[config.mk]
export PLATFORM = sky130hd
export DESIGN_NAME = vga_timing_gen
export DESIGN_NICKNAME = d
export VERILOG_FILES = /design/src/rtl/vga_timing_gen.sv
export SDC_FILE = /design/constraint.sdc
export NUM_CORES = 1
export LEC_CHECK = 0
export CAP_MARGIN = 15
export CORE_ASPECT_RATIO = 0.9
export CORE_UTILIZATION = 43
export DETAILED_ROUTE_END_ITERATION = 16
export PLACE_DENSITY = 0.76
export SYNTH_ARGS = -nofsm -noshare
export SYNTH_HDL_FRONTEND = slang
export SYNTH_SLANG_ARGS = --single-unit
export TNS_END_PERCENT = 20
[constraint.sdc]
create_clock -name Clk -period 2.2 [get_ports Clk]
set_input_delay 0.22 -clock Clk [delete_from_list [all_inputs] [get_ports Clk]]
set_output_delay 0.22 -clock Clk [all_outputs]
set_load 0.01 [all_outputs]
[src/rtl/vga_timing_gen.sv]
// vga_timing_gen: pixel-enable divider plus horizontal/vertical raster counters
// for a 640x480@60 frame (800x525 total). Produces registered hSync/vSync/bright
// aligned with hCount/vCount, a one-cycle frame_tick, and a slow game_clk.
// Optional build macro VGA_FRAME_CNT_EN adds a 16-bit frames-since-reset counter;
// without it frame_count is tied to zero.
module vga_timing_gen #(
  parameter int PIX_DIV  = 4,
  parameter int H_TOTAL  = 800,
  parameter int H_SYNC   = 96,
  parameter int H_START  = 144,
  parameter int H_END    = 783,
  parameter int V_TOTAL  = 525,
  parameter int V_SYNC   = 2,
  parameter int V_START  = 35,
  parameter int V_END    = 514,
  parameter int GAME_DIV = 1
) (
  input  logic        Clk,
  input  logic        Reset_n,
  output logic [9:0]  hCount,
  output logic [9:0]  vCount,
  output logic        hSync,
  output logic        vSync,
  output logic        bright,
  output logic        pix_en,
  output logic        frame_tick,
  output logic        game_clk,
  output logic [15:0] frame_count
);

  localparam int DW = $clog2(PIX_DIV);
  localparam int GW = (GAME_DIV > 1) ? $clog2(GAME_DIV) : 1;

  logic [DW-1:0] div_q, div_d;
  logic [9:0]    h_d, v_d;
  logic          step, h_wrap, v_wrap;
  logic [GW-1:0] game_q, game_d;
  logic          game_clk_d;

  // Next-state for divider, raster counters and game-clock divider.
  // Sync/bright are decoded from these next values so they land on the
  // same edge as the counters they describe.
  always_comb begin
    div_d      = (div_q >= DW'(PIX_DIV - 1)) ? '0 : div_q + 1'b1;
    step       = (div_q == DW'(PIX_DIV - 1));
    h_wrap     = (hCount >= 10'(H_TOTAL - 1));
    v_wrap     = (vCount >= 10'(V_TOTAL - 1));
    h_d        = hCount;
    v_d        = vCount;
    game_d     = game_q;
    game_clk_d = game_clk;
    if (step) begin
      h_d = h_wrap ? '0 : hCount + 10'd1;
      if (h_wrap) begin
        v_d = v_wrap ? '0 : vCount + 10'd1;
      end
    end
    if (frame_tick) begin
      if (game_q == GW'(GAME_DIV - 1)) begin
        game_d     = '0;
        game_clk_d = ~game_clk;
      end else begin
        game_d = game_q + 1'b1;
      end
    end
  end

  // Register all timing state and decoded outputs.
  always_ff @(posedge Clk or negedge Reset_n) begin
    if (!Reset_n) begin
      div_q      <= '0;
      hCount     <= '0;
      vCount     <= '0;
      hSync      <= 1'b0;
      vSync      <= 1'b0;
      bright     <= 1'b0;
      pix_en     <= 1'b0;
      frame_tick <= 1'b0;
      game_q     <= '0;
      game_clk   <= 1'b0;
    end else begin
      div_q      <= div_d;
      hCount     <= h_d;
      vCount     <= v_d;
      hSync      <= (h_d >= 10'(H_SYNC));
      vSync      <= (v_d >= 10'(V_SYNC));
      bright     <= (h_d >= 10'(H_START)) && (h_d <= 10'(H_END)) &&
                    (v_d >= 10'(V_START)) && (v_d <= 10'(V_END));
      pix_en     <= (div_d == DW'(PIX_DIV - 1));
      frame_tick <= step && h_wrap && v_wrap;
      game_q     <= game_d;
      game_clk   <= game_clk_d;
    end
  end

`ifdef VGA_FRAME_CNT_EN
  // Count completed frames; wraps naturally at 16 bits.
  always_ff @(posedge Clk or negedge Reset_n) begin
    if (!Reset_n) begin
      frame_count <= '0;
    end else if (frame_tick) begin
      frame_count <= frame_count + 16'd1;
    end
  end
`else
  assign frame_count = '0;
`endif

endmodule
==> results of run 1 <==
cell usage in the layout, fill, tap and decap left out, types with 2 or more instances in the layout:
master / count
dfrtp_1: 27
nand2_1: 12
ha_1: 5
o31ai_4: 2
a22o_1: 2
nand4_1: 8
nand3_1: 6
xnor2_1: 2
o31a_1: 3
inv_1: 12
clkbuf_8: 3
xor2_1: 3
nor2_1: 12
nor4_1: 2
conb_1: 16
o21ai_0: 9
or3_1: 3
nor3_1: 3
a21oi_1: 7
clkdlybuf4s50_1: 27
buf_4: 27
nor3_2: 2
power groups by stage:
stage | clock network, mW | registers, mW | logic (mW)
2_1_floorplan | 0 | 0.525 | 0.0329
3_3_place_gp | 0 | 0.524 | 0.0252
3_5_place_dp | 0 | 0.524 | 0.0252
4_1_cts | 0.407 | 0.514 | 0.0252
5_1_grt | 0.427 | 0.514 | 0.0293
6_report | 0.396 | 0.514 | 0.0244
cell families after synthesis:
| logic type | Yosys count |
|---|---|
| buf+inv | 31 |
| other cells | 1 |
| mux | 2 |
| compound gates | 35 |
| fa+ha+maj | 5 |
| flops | 28 |
| xor+xnor | 5 |
| simple gates | 60 |
worst paths after layout:
kind / start / end / slack (ps) / depth (start not counted)
setup reg to reg: vCount[6]$_DFF_PN0_ / bright$_DFF_PN0_ / -220 / 7
hold reg to reg: game_clk$_DFFE_PN0P_ / game_clk$_DFFE_PN0P_ / 470 / 1
hold / removal: Reset_n / hCount[9]$_DFF_PN0_ / 320 / 2
max in group asynchronous: Reset_n / vCount[4]$_DFF_PN0_ / 1610 / 2
min in group Clk: game_clk$_DFFE_PN0P_ / game_clk$_DFFE_PN0P_ / 470 / 1
setup / recovery: vCount[6]$_DFF_PN0_ / bright$_DFF_PN0_ / -220 / 7
state kept, by name, summed over array words and instances, names as in the netlist:
signal	flops
bright	1
div_q	2
frame_tick	1
game_clk	1
hCount	10
hSync	1
pix_en	1
vCount	10
vSync	1
layout make-up:
class | count | area, µm²
multi-input combinational | 123 | 813
inverter | 12 | 45.0
tap | 44 | 55.1
timing repair buffer | 54 | 473
clock inverter | 1 | 30.0
fill | 294 | 1320
clock buffer | 3 | 41.3
sequential | 28 | 702
per-stage QoR:
stage                     TNS (ps)  cells  power [mW]  instance area (µm²)
after floorplan               -122    182       0.557                 1660
after global placement       -75.4    260       0.550                 2040
after detailed placement      -140    260       0.550                 2040
after CTS                     -184    264       0.947                 2120
after global routing          -417    265       0.971                 2160
final                         -221    265       0.935                 2160
metal layers:
layer | GRT usage | part of all wire | wire, µm
met5 | 0 | 0 | 0
met4 | 0.0669 | 0.026 | 99
met3 | 0.0363 | 0.063 | 237
met2 | 0.313 | 0.46 | 1760
met1 | 0.271 | 0.45 | 1700
what timing repair did:
item,4_1_cts,5_1_grt
pin swaps,1,3
buffers inserted,0,1
endpoints found under the setup margin,1,2
gates resized for setup,2,4
==> run summary, run 1 <==
TritonCTS Buffers -> 3
Rows -> 20
Sequential share of power -> 0.550
Clock Tree Buf Depth -> 2
GRT Overall Usage -> 0.197
Req. time, crit path -> 2390 ps
Synthesized cell area -> 1600 µm²
Synth area leaders -> dfrtp_1 (44%), buf_4 (8.0%), ha_1 (3.9%)
Violated checks -> setup timing
Final setup margin -> -221 ps
Clock Power Share -> 0.424
Root buffer cell -> clkbuf_8
Achievable frequency -> 413 MHz
Hold slack -> 316 ps
RSZ-0062 raised after global routing -> true
CTS tree -> built
Post-synthesis sequential area ratio -> 0.437
Synthesis-stage register bit count -> 28
Max-slew violations -> 0
Crit end category -> flip-flop
Critical path, cell by cell -> or4_4 -> o31a_1 -> or4_1 -> o21ai_2 -> nor3_2 -> or2_1 -> a31oi_1
Final hold vios -> 0
Vias/cell -> 5.49
Setup violators final -> 1
Port Buffers -> 27
Xor/xnor cell area share of the yosys netlist -> 0.0273
Routed vias -> 1454
Logic pwr share -> 0.026
Starting DRT DRC Count -> 73
Pre-CTS worst setup slack -> -140 ps
WP buf/inv -> 0
Global-route wire length before repair -> 5870 µm
Synth unique cells -> 47
Worst Clk Skew -> 13.9 ps
Max IR drop VDD -> 551 µV
Outcome -> finished with violations
Clock slew at reported path FFs -> 100 ps
Hold Crit Class -> in -> async
Int Pwr -> 0.760 mW
Share of cells above drive strength 1 -> 0.213
Vias in the first global route -> 1251
Switching Share -> 0.186
Most used flip-flop cell after synthesis -> dfrtp_1
DP Wirelength -> 2760 µm
Synth warn -> 0
ANT cells -> 0
Starting Density -> 0.461
Yosys top cell area share -> 0.437
Clock Latency Late Sink -> 280 ps
Final core utilization -> 0.621
Nets -> 229
GRT overflow -> 0
Crit Path Max Fanout -> 5
IO Pins -> 44
Drt wl/cell -> 14.3 µm
H-tree levels -> 1
Crit path kind -> reg -> reg
Final min period -> 2420 ps
Final wirelength -> 3790 µm
Post-route DRC -> 0
Sw power -> 0.174 mW
Worst path arrival time -> 2610 ps
Crit path largest cell delay -> 550 ps
Post-Synth Simple-Gate Area -> 0.198
Max Cap Viol -> 0
Initial antenna violation count -> 0
DRT Pass-1 Iters -> 4
Post-synthesis mux area share -> 0.0133
Final GP Congestion -> 0.968
Yosys top cell by area -> dfrtp_1
Hold-fix buffers at CTS -> 0
Post-synthesis async set-or-reset flop share -> 1.00
Die H -> 59.9 µm
Cells after Synth -> 167
Largest family of logic cells by synthesized area -> simple AND/OR/NAND/NOR gates
Mean Syn Cell Area -> 9.61 µm²
Clk sinks -> 28
Adder-Cell Fraction of Synth Area -> 0.0390
Power Density -> 433 nW/µm²
Largest net degree at the start of global routing -> 29
Post-synthesis compound-gate area fraction -> 0.165
Most instantiated cells after synthesis -> dfrtp_1 (28), buf_4 (17), nor2_1 (13)
CP delay by family, top -> simple AND/OR/NAND/NOR gates
EDFF count, synth -> 0
Worst-path cell with the longest stage delay -> or4_4
Antenna-violating nets left -> 0
Lkg Pwr -> 0.984 nW
Final Cycle Share -> 1.10
Die Wd -> 66.4 µm
Top-count cell post-synth -> dfrtp_1
Core Area -> 3480 µm²
Die ar. -> 3980 µm²
Area Growth Syn to Fin -> 34.6%
Critical path launch point type -> flip-flop
No activity file was read; power rests on OpenSTA's default activity.
==> run 2, diff against run 1 <==
- ABC_AREA: not set -> 1
- CORE_UTILIZATION: 43 -> 44
- REMOVE_ABC_BUFFERS: not set -> 1
==> run 2 against run 1 <==
Effect of this change:
- the run now ends clean
- maximum frequency grew 21%
- worst hold slack lost 9.0 ps
- sequential share of layout area increased by 1.4 points
- clock power decreased by 31%
- non-clock buffer count shrank 21
- count of clock-buffer cells in the layout stayed put
- largest cell class unchanged
- largest power group unchanged
- highest routed layer unchanged
==> run summary, run 2 <==
Port Buffers -> 27 (unchanged)
Starting Density -> 0.463 (was 0.461)
Hold slack -> 307 ps (was 316 ps)
Yosys top cell by area -> dfrtp_1 (unchanged)
Final hold vios -> 0 (unchanged)
DRT Pass-1 Iters -> 5 (was 4)
Hold Crit Class -> in -> async (unchanged)
Req. time, crit path -> 2370 ps (was 2390 ps)
Share of cells above drive strength 1 -> 0.119 (was 0.213)
Largest net degree at the start of global routing -> 29 (unchanged)
Final Cycle Share -> 0.912 (was 1.10)
Met1 usage -> 0.284 (was 0.271)
Rows -> 21 (was 20)
Max IR drop VDD -> 425 µV (was 551 µV)
Final min period -> 2010 ps (was 2420 ps)
CP dominant cell by count -> nand2_1
Die Wd -> 68.0 µm (was 66.4 µm)
Clock Latency Late Sink -> 270 ps (was 280 ps)
Largest registers -> hCount (10), vCount (10), div_q (2) (unchanged)
Worst path arrival time -> 2180 ps (was 2610 ps)
Routed vias -> 1434 (was 1454)
DP Wirelength -> 2710 µm (was 2760 µm)
Crit end category -> flip-flop (unchanged)
RSZ-0062 raised after global routing -> false (was true)
Commonest cells after routing, fill and taps aside -> nand2_1 (51), inv_1 (37), dfrtp_1 (27), clkdlybuf4s50_1 (27), nand3_1 (20) (was dfrtp_1 (27), clkdlybuf4s50_1 (27), buf_4 (27))
Vias in the first global route -> 1221 (was 1251)
Area Growth Syn to Fin -> 19.8% (was 34.6%)
Post-synthesis sequential area ratio -> 0.406 (was 0.437)
Clk sinks -> 28 (unchanged)
Root buffer cell -> clkbuf_8 (unchanged)
Non-filler cells, final -> 306 (was 265)
Power Density -> 392 nW/µm² (was 433 nW/µm²)
CTS tree -> built (unchanged)
Cells after Synth -> 227 (was 167)
Outcome -> finished, final reports clean (was finished with violations)
Critical path, cell by cell -> ha_1 -> nand2_1 -> inv_2 -> nand2_2 -> nand2_4 -> nand3_4 -> inv_8 -> nand2_4 -> nand3_1 -> nand2_1 -> nor2_1 -> nand2_1 -> nand2_1 -> nor2_2 (was or4_4 -> o31a_1 -> or4_1 -> o21ai_2 -> nor3_2 -> or2_1 -> a31oi_1)
Post-Place Cells -> 300 (was 260)
Setup total negative slack -> 0 ps (was -221 ps)
H-tree levels -> 1 (unchanged)
Max Cap Viol -> 0 (unchanged)
Worst-path cell with the longest stage delay -> dfrtp_1 (was or4_4)
GRT overflow -> 0 (unchanged)
Post-route DRC -> 0 (unchanged)
Yosys top cell area share -> 0.406 (was 0.437)
CP delay by family, top -> simple AND/OR/NAND/NOR gates (unchanged)
Lkg Pwr -> 1.16 nW (was 0.984 nW)
EDFF count, synth -> 0 (unchanged)
Vias/cell -> 4.69 (was 5.49)
Tot Pwr -> 0.811 mW (was 0.935 mW)
Final wirelength -> 3470 µm (was 3790 µm)
Clock slew at reported path FFs -> 90 ps (was 100 ps)
Synth area leaders -> dfrtp_1 (41%), nand2_1 (11%), inv_1 (8.0%) (was dfrtp_1 (44%), buf_4 (8.0%), ha_1 (3.9%))
Instance area after placement -> 2000 µm² (was 2040 µm²)
Synth warn -> 0 (unchanged)
Initial antenna violation count -> 0 (unchanged)
M3 GR Usage -> 0.0333 (was 0.0363)
Met2 Use GR -> 0.255 (was 0.313)
ANT cells -> 0 (unchanged)
GRT busiest layer -> met1 (was met2)
Leading cell type in the layout, fill and taps excluded -> nand2_1
IO Pins -> 44 (unchanged)
Synthesized cell area -> 1730 µm² (was 1600 µm²)
Core Area -> 3730 µm² (was 3480 µm²)
Synth unique cells -> 28 (was 47)
Die ar. -> 4180 µm² (was 3980 µm²)
Clock Tree Buf Depth -> 2 (unchanged)
Top-count cell post-synth -> nand2_1 (was dfrtp_1)
Pre-CTS worst setup slack -> 115 ps (was -140 ps)
Synthesis-stage register bit count -> 28 (unchanged)
Worst Clk Skew -> 3.91 ps (was 13.9 ps)
Starting DRT DRC Count -> 52 (was 73)
Most instantiated cells after synthesis -> nand2_1 (51), inv_1 (37), dfrtp_1 (28) (was dfrtp_1 (28), buf_4 (17), nor2_1 (13))
GRT Overall Usage -> 0.186 (was 0.197)
Crit path kind -> reg -> reg (unchanged)
Drt wl/cell -> 11.3 µm (was 14.3 µm)
Antenna-violating nets left -> 0 (unchanged)
Finished layout cell area -> 2070 µm² (was 2160 µm²)
TritonCTS Buffers -> 3 (unchanged)
Most used flip-flop cell after synthesis -> dfrtp_1 (unchanged)
Die H -> 61.4 µm (was 59.9 µm)
Hold-fix buffers at CTS -> 0 (unchanged)
Nets -> 269 (was 229)
Crit path largest cell delay -> 410 ps (was 550 ps)
WP buf/inv -> 2 (was 0)
Post-synthesis async set-or-reset flop share -> 1.00 (unchanged)
Register-to-register setup slack -> 190 ps (was -220 ps)
Crit Path Max Fanout -> 12 (was 5)
Mean Syn Cell Area -> 7.61 µm² (was 9.61 µm²)
Critical path launch point type -> flip-flop (unchanged)
Setup violators final -> 0 (was 1)
Max-slew violations -> 0 (unchanged)
Achievable frequency -> 498 MHz (was 413 MHz)
Final setup margin -> 193 ps (was -221 ps)
Global-route wire length before repair -> 5650 µm (was 5870 µm)
Final GP Congestion -> 0.903 (was 0.968)
Final core utilization -> 0.554 (was 0.621)
==> run 2: final cells by class <==
class	instances	area, µm²
Multi-Input combinational cell	152	779
Tap cell	46	57.6
Fill cell	356	1660
Timing Repair Buffer	33	315
Clock buffer	3	41.3
Inverter	44	173
Sequential cell	28	702
==> run 2: worst paths after layout <==
check / cells past startpoint / to / start
min: 2 / vCount[7]$_DFF_PN0_ / Reset_n
max in group asynchronous: 2 / hCount[0]$_DFF_PN0_ / Reset_n
max reg2reg: 14 / bright$_DFF_PN0_ / hCount[1]$_DFF_PN0_
min in group Clk: 1 / div_q[0]$_DFF_PN0_ / div_q[0]$_DFF_PN0_
max: 14 / bright$_DFF_PN0_ / hCount[1]$_DFF_PN0_
min reg2reg: 1 / div_q[0]$_DFF_PN0_ / div_q[0]$_DFF_PN0_
==> run 2: power breakdown <==
part	switching [mW]	internal [mW]	leakage [nW]
logic	0.0217	0.00271	0.761
clock network	0.150	0.123	0.0216
registers	0	0.514	0.375
==> run 2: cells by family (layout without fill, tap and decap cells) <==
logic type,after synthesis,count (layout),share of synthesized area
adders and majority gates,5,5,0.0362
and+or+nand+nor,109,109,0.308
DFF,28,28,0.406
AOI/OAI and AO/OA,20,20,0.0623
other,1,16,0.00217
buffers and inverters,62,80,0.175
xor gates and xnor gates,2,2,0.0101
==> run 2: per-layer routing <==
| layer | wire, µm | part of all wire |
|---|---|---|
| met5 | 0 | 0 |
| met4 | 41 | 0.012 |
| met3 | 183 | 0.053 |
| met2 | 1440 | 0.41 |
| met1 | 1810 | 0.52 |
==> run 2: what timing repair did <==
item | in CTS | in global routing
resized for setup | 0 | 3
setup endpoints to repair | 0 | 2
buffers inserted | 0 | 3
